==> src/rtl/exe_ctrl_pkg.sv <==
// Shared types and constants for the EXE-stage hazard controller.
package exe_ctrl_pkg;

    localparam int unsigned CNT_W_DEF = 16;
    localparam int unsigned REG_W_DEF = 4;
    localparam int unsigned SEL_W     = 2;

    typedef enum logic [0:0] {
        RUN      = 1'b0,
        MEM_WAIT = 1'b1
    } state_e;

    localparam logic [SEL_W-1:0] SEL_REG = 2'b00;
    localparam logic [SEL_W-1:0] SEL_MEM = 2'b01;
    localparam logic [SEL_W-1:0] SEL_WB  = 2'b10;

    // The younger producer (EXE) holds the newest value, so it wins over MEM.
    function automatic logic [SEL_W-1:0] fwd_sel(input logic exe_hit, input logic mem_hit);
        if (exe_hit) return SEL_MEM;
        if (mem_hit) return SEL_WB;
        return SEL_REG;
    endfunction

endpackage

==> src/rtl/exe_hazard_ctrl_if.sv <==
// Pipeline-side bundle between the ID/EXE/MEM stages and the hazard controller.
interface exe_hazard_ctrl_if
    import exe_ctrl_pkg::*;
#(
    parameter int unsigned REG_W = REG_W_DEF,
    parameter int unsigned CNT_W = CNT_W_DEF
);
    logic             id_valid;
    logic [REG_W-1:0] id_src1;
    logic [REG_W-1:0] id_src2;
    logic             id_two_src;
    logic [REG_W-1:0] exe_dst;
    logic             exe_wb_en;
    logic             exe_mem_read;
    logic             exe_branch;
    logic [REG_W-1:0] mem_dst;
    logic             mem_wb_en;
    logic             mem_req;
    logic             mem_ready;
    logic             cnt_clr;
    logic             hazard_stall;
    logic             flush;
    logic             freeze;
    logic [SEL_W-1:0] sel_src1;
    logic [SEL_W-1:0] sel_src2;
    logic [CNT_W-1:0] stall_cnt;
    logic [CNT_W-1:0] flush_cnt;
    logic [CNT_W-1:0] freeze_cnt;

    modport master (
        output id_valid, id_src1, id_src2, id_two_src,
        output exe_dst, exe_wb_en, exe_mem_read, exe_branch,
        output mem_dst, mem_wb_en, mem_req, mem_ready, cnt_clr,
        input  hazard_stall, flush, freeze, sel_src1, sel_src2,
        input  stall_cnt, flush_cnt, freeze_cnt
    );

    modport slave (
        input  id_valid, id_src1, id_src2, id_two_src,
        input  exe_dst, exe_wb_en, exe_mem_read, exe_branch,
        input  mem_dst, mem_wb_en, mem_req, mem_ready, cnt_clr,
        output hazard_stall, flush, freeze, sel_src1, sel_src2,
        output stall_cnt, flush_cnt, freeze_cnt
    );
endinterface

==> src/rtl/hazard_detect_unit.sv <==
// Combinational source/destination comparators for the operands held in ID.
module hazard_detect_unit
    import exe_ctrl_pkg::*;
#(
    parameter int unsigned REG_W = REG_W_DEF
) (
    input  logic             id_valid,
    input  logic [REG_W-1:0] id_src1,
    input  logic [REG_W-1:0] id_src2,
    input  logic             id_two_src,
    input  logic [REG_W-1:0] exe_dst,
    input  logic             exe_wb_en,
    input  logic [REG_W-1:0] mem_dst,
    input  logic             mem_wb_en,
    output logic             src1_exe_hit_c,
    output logic             src1_mem_hit_c,
    output logic             src2_exe_hit_c,
    output logic             src2_mem_hit_c
);
    // src2 only counts when the instruction actually reads it.
    assign src1_exe_hit_c = id_valid & exe_wb_en & (id_src1 == exe_dst);
    assign src1_mem_hit_c = id_valid & mem_wb_en & (id_src1 == mem_dst);
    assign src2_exe_hit_c = id_valid & id_two_src & exe_wb_en & (id_src2 == exe_dst);
    assign src2_mem_hit_c = id_valid & id_two_src & mem_wb_en & (id_src2 == mem_dst);
endmodule

==> src/rtl/exe_hazard_ctrl.sv <==
// EXE-stage sequencing: stall/flush/freeze, registered forwarding selects, lost-cycle counters.
// Build option: FORWARDING_EN enables operand forwarding (stall only on load-use).
module exe_hazard_ctrl
    import exe_ctrl_pkg::*;
#(
    parameter int unsigned CNT_W = CNT_W_DEF,
    parameter int unsigned REG_W = REG_W_DEF
) (
    input  logic               clk,
    input  logic               rst,
    exe_hazard_ctrl_if.slave   bus
);
    logic             s1_exe, s1_mem, s2_exe, s2_mem;
    logic             hazard_c;
    logic [SEL_W-1:0] fwd1_c, fwd2_c;
    logic             freeze_c, flush_c, stall_c;
    state_e           state_q, state_d;
    logic [SEL_W-1:0] sel1_q, sel2_q, sel1_d, sel2_d;
    logic [CNT_W-1:0] stall_cnt_q, flush_cnt_q, freeze_cnt_q;

    hazard_detect_unit #(.REG_W(REG_W)) u_hdu (
        .id_valid       (bus.id_valid),
        .id_src1        (bus.id_src1),
        .id_src2        (bus.id_src2),
        .id_two_src     (bus.id_two_src),
        .exe_dst        (bus.exe_dst),
        .exe_wb_en      (bus.exe_wb_en),
        .mem_dst        (bus.mem_dst),
        .mem_wb_en      (bus.mem_wb_en),
        .src1_exe_hit_c (s1_exe),
        .src1_mem_hit_c (s1_mem),
        .src2_exe_hit_c (s2_exe),
        .src2_mem_hit_c (s2_mem)
    );

`ifdef FORWARDING_EN
    // Only a load in EXE cannot be forwarded in time.
    assign hazard_c = bus.exe_mem_read & (s1_exe | s2_exe);
    assign fwd1_c   = fwd_sel(s1_exe, s1_mem);
    assign fwd2_c   = fwd_sel(s2_exe, s2_mem);
`else
    logic unused_load;
    assign unused_load = bus.exe_mem_read;
    assign hazard_c    = s1_exe | s1_mem | s2_exe | s2_mem;
    assign fwd1_c      = SEL_REG;
    assign fwd2_c      = SEL_REG;
`endif

    // Next state and control outputs; freeze > flush > stall.
    always_comb begin
        state_d  = state_q;
        sel1_d   = sel1_q;
        sel2_d   = sel2_q;
        freeze_c = bus.mem_req & ~bus.mem_ready;
        flush_c  = bus.exe_branch & ~freeze_c;
        stall_c  = hazard_c & ~freeze_c & ~bus.exe_branch;

        case (state_q)
            RUN:      if (freeze_c) state_d = MEM_WAIT;
            MEM_WAIT: if (bus.mem_ready) state_d = RUN;
        endcase

        if (!freeze_c) begin
            if (stall_c || flush_c) begin
                sel1_d = SEL_REG;
                sel2_d = SEL_REG;
            end else begin
                sel1_d = fwd1_c;
                sel2_d = fwd2_c;
            end
        end
    end

    function automatic logic [CNT_W-1:0] cnt_next(input logic [CNT_W-1:0] cur,
                                                   input logic clr, input logic inc);
        if (clr) return '0;
        if (inc && !(&cur)) return cur + CNT_W'(1);
        return cur;
    endfunction

    always_ff @(posedge clk or negedge rst) begin
        if (!rst) begin
            state_q      <= RUN;
            sel1_q       <= SEL_REG;
            sel2_q       <= SEL_REG;
            stall_cnt_q  <= '0;
            flush_cnt_q  <= '0;
            freeze_cnt_q <= '0;
        end else begin
            state_q      <= state_d;
            sel1_q       <= sel1_d;
            sel2_q       <= sel2_d;
            stall_cnt_q  <= cnt_next(stall_cnt_q, bus.cnt_clr, stall_c);
            flush_cnt_q  <= cnt_next(flush_cnt_q, bus.cnt_clr, flush_c);
            freeze_cnt_q <= cnt_next(freeze_cnt_q, bus.cnt_clr, freeze_c);
        end
    end

    assign bus.hazard_stall = stall_c;
    assign bus.flush        = flush_c;
    assign bus.freeze       = freeze_c;
    assign bus.sel_src1     = sel1_q;
    assign bus.sel_src2     = sel2_q;
    assign bus.stall_cnt    = stall_cnt_q;
    assign bus.flush_cnt    = flush_cnt_q;
    assign bus.freeze_cnt   = freeze_cnt_q;
endmodule

==> src/flat_wrapper.sv <==
// flat-port wrapper written by rule: the top's interface ports become plain ports
module exe_hazard_ctrl_flat import exe_ctrl_pkg::*;
#(
    parameter int unsigned CNT_W = CNT_W_DEF,
    parameter int unsigned REG_W = REG_W_DEF
)
  (clk, rst, bus_id_valid, bus_id_src1, bus_id_src2, bus_id_two_src, bus_exe_dst, bus_exe_wb_en, bus_exe_mem_read, bus_exe_branch, bus_mem_dst, bus_mem_wb_en, bus_mem_req, bus_mem_ready, bus_cnt_clr, bus_hazard_stall, bus_flush, bus_freeze, bus_sel_src1, bus_sel_src2, bus_stall_cnt, bus_flush_cnt, bus_freeze_cnt);
  exe_hazard_ctrl_if #(.REG_W(REG_W), .CNT_W(CNT_W)) bus_i ();
  input  logic clk;
  input  logic rst;
  input wire logic [$bits(bus_i.id_valid)-1:0] bus_id_valid;
  input wire logic [$bits(bus_i.id_src1)-1:0] bus_id_src1;
  input wire logic [$bits(bus_i.id_src2)-1:0] bus_id_src2;
  input wire logic [$bits(bus_i.id_two_src)-1:0] bus_id_two_src;
  input wire logic [$bits(bus_i.exe_dst)-1:0] bus_exe_dst;
  input wire logic [$bits(bus_i.exe_wb_en)-1:0] bus_exe_wb_en;
  input wire logic [$bits(bus_i.exe_mem_read)-1:0] bus_exe_mem_read;
  input wire logic [$bits(bus_i.exe_branch)-1:0] bus_exe_branch;
  input wire logic [$bits(bus_i.mem_dst)-1:0] bus_mem_dst;
  input wire logic [$bits(bus_i.mem_wb_en)-1:0] bus_mem_wb_en;
  input wire logic [$bits(bus_i.mem_req)-1:0] bus_mem_req;
  input wire logic [$bits(bus_i.mem_ready)-1:0] bus_mem_ready;
  input wire logic [$bits(bus_i.cnt_clr)-1:0] bus_cnt_clr;
  output wire logic [$bits(bus_i.hazard_stall)-1:0] bus_hazard_stall;
  output wire logic [$bits(bus_i.flush)-1:0] bus_flush;
  output wire logic [$bits(bus_i.freeze)-1:0] bus_freeze;
  output wire logic [$bits(bus_i.sel_src1)-1:0] bus_sel_src1;
  output wire logic [$bits(bus_i.sel_src2)-1:0] bus_sel_src2;
  output wire logic [$bits(bus_i.stall_cnt)-1:0] bus_stall_cnt;
  output wire logic [$bits(bus_i.flush_cnt)-1:0] bus_flush_cnt;
  output wire logic [$bits(bus_i.freeze_cnt)-1:0] bus_freeze_cnt;
  assign bus_i.id_valid = bus_id_valid;
  assign bus_i.id_src1 = bus_id_src1;
  assign bus_i.id_src2 = bus_id_src2;
  assign bus_i.id_two_src = bus_id_two_src;
  assign bus_i.exe_dst = bus_exe_dst;
  assign bus_i.exe_wb_en = bus_exe_wb_en;
  assign bus_i.exe_mem_read = bus_exe_mem_read;
  assign bus_i.exe_branch = bus_exe_branch;
  assign bus_i.mem_dst = bus_mem_dst;
  assign bus_i.mem_wb_en = bus_mem_wb_en;
  assign bus_i.mem_req = bus_mem_req;
  assign bus_i.mem_ready = bus_mem_ready;
  assign bus_i.cnt_clr = bus_cnt_clr;
  assign bus_hazard_stall = bus_i.hazard_stall;
  assign bus_flush = bus_i.flush;
  assign bus_freeze = bus_i.freeze;
  assign bus_sel_src1 = bus_i.sel_src1;
  assign bus_sel_src2 = bus_i.sel_src2;
  assign bus_stall_cnt = bus_i.stall_cnt;
  assign bus_flush_cnt = bus_i.flush_cnt;
  assign bus_freeze_cnt = bus_i.freeze_cnt;
  exe_hazard_ctrl #(.CNT_W(CNT_W), .REG_W(REG_W)) u_core (.clk(clk), .rst(rst), .bus(bus_i));
endmodule
==> config.mk <==
export PLATFORM = sky130hd
export DESIGN_NAME = exe_hazard_ctrl_flat
export DESIGN_NICKNAME = d
export VERILOG_FILES = /design/src/rtl/exe_ctrl_pkg.sv /design/src/rtl/exe_hazard_ctrl_if.sv /design/src/rtl/hazard_detect_unit.sv /design/src/rtl/exe_hazard_ctrl.sv /design/src/flat_wrapper.sv
export SDC_FILE = /design/constraint.sdc
export NUM_CORES = 1
export LEC_CHECK = 0
export BUFFER_PORTS_ARGS = -buffer_cell sky130_fd_sc_hd__clkbuf_2
export CORE_MARGIN = 5
export CORE_UTILIZATION = 42
export DETAILED_ROUTE_END_ITERATION = 6
export GPL_ROUTABILITY_DRIVEN = 0
export GPL_TIMING_DRIVEN = 0
export PLACE_DENSITY = 0.7
export SLEW_MARGIN = 5
export SYNTH_ARGS = -nofsm -noshare
export SYNTH_HDL_FRONTEND = slang
export SYNTH_SLANG_ARGS = --single-unit
==> constraint.sdc <==
create_clock -name clk -period 2.65 [get_ports clk]
set_input_delay 0.53 -clock clk [delete_from_list [all_inputs] [get_ports clk]]
set_output_delay 0.53 -clock clk [all_outputs]
set_load 0.02 [all_outputs]
=== After elaboration in Yosys (flattened, before gate mapping) ===
Index checks and enable logic that the tools add are counted.

* Flip-flop bits (word level): 48
* Latch bits: 0
* RAM bits: 0
* Bits in read-only memories: 0
* Output and inout bits: 55
* Logic and storage cells: 58
* Memories: 0

* $add $sub $neg: 3
* Multiply operators: 0
* Div/mod/pow operators: 0
* Order comparisons: 0
* Eq/ne operators: 4
* Shift operators: 0
* Mux-type cells: 17
* Bitwise gates (word level): 19
* Reductions and logical operators: 12

{| class="wikitable"
|+ Operator list
! cell !! number
|-
| 16-bit two-way mux || 10
|-
| 16-bit by 1-bit adder with 16-bit output (second input constant) || 3
|-
| 16-bit AND reduction || 3
|-
| 4-bit equality test || 4
|-
| 1-bit bitwise AND || 13
|-
| 1-bit two-way mux || 7
|-
| 2-bit nonzero test || 3
|-
| 1-bit logical AND || 3
|-
| 1-bit logical NOT || 3
|-
| 1-bit NOT || 3
|-
| 1-bit OR || 3
|}

=== Longest topological paths before layout ===
* Word-level depth: 12
* Mapped depth: 9

=== Cells and area by module ===
Synthesis repeated with hierarchy kept, for this count alone.

* Cell total of the unflattened synthesis: 338
* Area, all modules: 3062.9 sq um

{| class="wikitable"
|+ By module, submodules not included
! module !! instances !! cells an instance !! area each (sq um)
|-
| exe_hazard_ctrl || 1 || 314 || 2850.2
|-
| hazard_detect_unit || 1 || 24 || 212.7
|}

=== Worst setup path before layout ===
Ideal clock, no wire load.

* Path type: in2out
* Start: input bus_exe_dst[0]
* End: output bus_hazard_stall
* Data arrival time: 1.997 ns
* Slack: 0.123 ns
* Stages on the path: 6
* Buffers on the path: 2
* Path through: xor2_1 -> o41ai_2 -> nor2_1 -> buf_2 -> buf_2 -> nor3_1

* Cells in the longest elaborated chain, start to end: 7

{| class="wikitable"
|+ Ends and longest elaborated chain
! what !! RTL line !! text
|-
| from (decl) || flat_wrapper.sv:15 || <nowiki>input wire logic [$bits(bus_i.exe_dst)-1:0] bus_exe_dst;</nowiki>
|-
| 4-bit equality test || hazard_detect_unit.sv:21 || <nowiki>assign src1_exe_hit_c = id_valid & exe_wb_en & (id_src1 == exe_dst);</nowiki>
|-
| 1-bit bitwise AND || hazard_detect_unit.sv:21 ||
|-
| 1-bit OR || exe_hazard_ctrl.sv:44 || <nowiki>assign hazard_c = s1_exe | s1_mem | s2_exe | s2_mem;</nowiki>
|-
| 1-bit OR * (2 in a row) || exe_hazard_ctrl.sv:44 ||
|-
| 1-bit bitwise AND * (2 in a row) || exe_hazard_ctrl.sv:56 || <nowiki>stall_c = hazard_c & ~freeze_c & ~bus.exe_branch;</nowiki>
|-
| to (decl) || flat_wrapper.sv:24 || <nowiki>output wire logic [$bits(bus_i.hazard_stall)-1:0] bus_hazard_stall;</nowiki>
|}

Mark *: on every way between the ends. The rest lies on a longest branch, timed or not.

=== Worst setup path in the final report ===
* Start: input bus_id_src1[3]
* End: output bus_hazard_stall

* Cells in the longest elaborated chain, start to end: 7

{| class="wikitable"
|+ Ends and longest elaborated chain
! what !! RTL line !! text
|-
| from (decl) || flat_wrapper.sv:12 || <nowiki>input wire logic [$bits(bus_i.id_src1)-1:0] bus_id_src1;</nowiki>
|-
| 4-bit equality test (on tied branches) || hazard_detect_unit.sv:21, hazard_detect_unit.sv:22 ||
|-
| 1-bit bitwise AND (on tied branches) || hazard_detect_unit.sv:21, hazard_detect_unit.sv:22 ||
|-
| 1-bit OR * (3 in a row) || exe_hazard_ctrl.sv:44 ||
|-
| 1-bit bitwise AND * (2 in a row) || exe_hazard_ctrl.sv:56 ||
|}

Marks and branches as above.

==> flow_metrics.tcl <==
set metrics [dict create \
    path_common_cell "nor3_2" \
    synth_top_area_share_pct 42.4 \
    skew_ns 0.00788 \
    grt_pass1_vias 2468 \
    endpoint_kind "output port" \
    p_per_area_mw_per_mm2 394 \
    p_switching_mw 0.356 \
    cp.buffers_inverters 3 \
    path_clk_slew_ns 0.09 \
    numCtsBuffers 5 \
    hold_viol 0 \
    row_count 30 \
    yosys.area_share.adder_pct 1.32 \
    dieHeight_um 92.2 \
    yosys-top-cells-area "dfrtp_1 (42%), xor2_1 (6.8%), xnor2_1 (6.2%)" \
    dieArea_sq_mm 0.00849 \
    slew_headroom_pct 57.7 \
    power_frac_comb_pct 12.0 \
    clockPowerShare_pct 33.5 \
    overflow 0 \
    antenna_found_initial 0 \
    syn-cell-area_sq_mm 0.00284 \
    worst_slew_pin_slew_ns 0.634 \
    switching_share_pct 26.1 \
    reg2regPathDepth 8 \
    grt_setup_unrepaired "false" \
    grt-busiest-layer "met2" \
    critPathSlowestCell "buf_4" \
    io_pins 82 \
    grt_pass1_wl_mm 11.6 \
    drv_cap 0 \
    vdd.ir_drop.worst_mv 0.347 \
    dr.pass1.iters 4 \
    cts_tree "built" \
    syn_area_per_cell_sq_um 9.30 \
    vias 2503 \
    worst_slack_ns 0.238 \
    fp.dieW_um 92.2 \
    synthTopCellsByCount "dfrtp_1 (48), nor2_1 (46), xor2_1 (22)" \
    insertion_delay_ns 0.30 \
    p_total_mw 1.36 \
    crit_required_ns 2.12 \
    ant_nets 0 \
    track_usage_pct 16.5 \
    antennaDiodeCount 0 \
    yosysTopAreaCell "dfrtp_1" \
    synth_cells 305 \
    synth.area.mux_share_pct 2.69 \
    drive_above_1_share_pct 27.3 \
    post-place-ws_ns -0.167 \
    async_flop_share_pct 100 \
    yosysMostFrequentCell "dfrtp_1" \
    synth_compound_area_share_pct 7.55 \
    period_needed_ns 2.41 \
    nNetsFinal 421 \
    drt_drc_violations_left 0 \
    synth_seq_cells 48 \
    drt_iter0_drc 41 \
    internal_power_mw 1.01 \
    postCtsHoldBufs 0 \
    root_buffer "clkbuf_8" \
    slew_viol_final 0 \
    area_growth_pct 22.3 \
    ys_warn_count 0 \
    start_kind "input port" \
    finalSetupViolations 0 \
    wire_per_inst_um 14.6 \
    cp_data_arrival_time_ns 1.88 \
    synth_top_family_by_area "simple AND/OR/NAND/NOR gates" \
    hold_class "input port to async pin" \
    core_area_sq_mm 0.00668 \
    numPortBuffers 75 \
    start_util_pct 42.4 \
    crit_chain "clkbuf_2 > xor2_1 > nor3_2 > nand4_1 > o41ai_2 > nor2_2 > buf_4 > nor3_2 > clkbuf_4" \
    avgViaCountPerCell 5.30 \
    wirelength_mm 6.91 \
    use_met1_pct 21.0 \
    clockBufferDepth 2 \
    use_met3_pct 4.02 \
    fin_crit_sh_pct 91.0 \
    grt_max_degree 49 \
    power_frac_seq_pct 54.5 \
    synthFlopType "dfrtp_1" \
    cp_max_fo 19 \
    ys_types 46 \
    htree_levels 2 \
    crit_type "input port to output port" \
    synth_edf_count 0 \
    hpwl_mm 5.09 \
    cp_top_family "simple AND/OR/NAND/NOR gates" \
    synth-xor-area-share_pct 13.0 \
    timing.fmax_ghz 0.415 \
    yosys.area_share.simple_pct 28.9 \
    gr-usage-met2_pct 27.9 \
    status "finished clean" \
    power.leakage_nw 1.60 \
    clock-sinks 48 \
    synth_seq_area_share_pct 42.4 \
    crit_cells 9 \
    crit_path_max_incr_delay_ns 0.22 \
]
-- routing by layer --
metal  routed length [um]  vias up
met5                    0        -
met4                   56        0
met3                  447        7
met2                 3290       69
met1                 3120     1200
li1                     -     1227
-- final timing paths --
kind / startpoint / endpoint / slack [ns]
setup / recovery: bus_id_src1[3] / bus_hazard_stall / 0.24
hold / removal: rst / u_core.bus.freeze_cnt[13] / 0.24
setup reg to reg: u_core.bus.flush_cnt[0] / u_core.bus.flush_cnt[15] / 0.37
hold reg to reg: u_core.bus.freeze_cnt[14] / u_core.bus.freeze_cnt[14] / 0.57
max in group asynchronous: rst / u_core.bus.flush_cnt[14] / 1.86
min in group clk: u_core.bus.freeze_cnt[14] / u_core.bus.freeze_cnt[14] / 0.57
-- registers in the layout (all words and copies together) (netlist names) --
name,count
u_core.bus.freeze_cnt,16
u_core.bus.stall_cnt,16
u_core.bus.flush_cnt,16
-- worst register-to-register path: cells and delay by family, from the launching register on --
kind / cells / cell delay [ns]
flip-flops: 1 / 0.44
AO/OA/AOI/OAI: 1 / 0.42
adder cells (fa/ha/maj): 1 / 0.25
XOR/XNOR: 1 / 0.16
AND/OR/NAND/NOR: 5 / 0.88
-- area by class of cell --
cell class	instances	area, sq um
Inverter	9	33.8
Buffer	13	78.8
Clock inverter	1	7.51
Multi-Input combinational cell	237	1550
Tap cell	80	100
Fill cell	648	3210
Sequential cell	48	1200
Timing Repair Buffer	77	413
Clock buffer	7	86.3
-- cell usage in the layout, fill, tap and decap left out, drive strengths merged, types with 2 or more instances in the layout --
cell type,n
nor2b,6
and3,8
nand4,13
nor3,13
nor4,3
nor4b,2
mux2i,2
or4,7
conb,4
o21ai,7
dfrtp,48
or3,5
nand3,19
a21oi,11
xnor2,20
ha,3
inv,9
o41ai,2
xor2,22
nor2,46
clkbuf,86
mux2,5
buf,11
nand2,21
o31ai,7
-- power by group through the flow --
stage / Combinational [mW] / Clock (mW) / Sequential, mW
2_1_floorplan: 0.0802 / 0 / 0.764
3_3_place_gp: 0.152 / 0 / 0.758
3_5_place_dp: 0.156 / 0 / 0.758
4_1_cts: 0.160 / 0.475 / 0.744
5_1_grt: 0.181 / 0.510 / 0.745
6_report: 0.163 / 0.457 / 0.744
-- per-stage QoR --
| step | hold slack (ns) | TNS, ns | instances | instance area [sq um] | util [%] |
|---|---|---|---|---|---|
| floorplan | 0.234 | 0 | 308 | 2850 | - |
| global placement | 0.540 | -0.123 | 463 | 3320 | 49.7 |
| detailed placement | 0.558 | -0.167 | 463 | 3320 | 49.7 |
| CTS | 0.517 | 0 | 472 | 3440 | 51.4 |
| global route | 0.270 | 0 | 472 | 3470 | 51.9 |
| finish | 0.242 | 0 | 472 | 3470 | 51.9 |
-- cells by family after synthesis --
family | count (synthesis)
compound gates | 32
xor+xnor | 42
fa+ha+maj | 3
buf+inv | 23
flops | 48
mux | 7
other cells | 1
simple gates | 149
-- what timing repair did --
action,CTS,global route
resized for setup,4,2
pin swaps,1,0
endpoints found under the setup margin,1,1
setup buffers,1,0
gates cloned,0,0
Power figures use the tool's default switching activity.
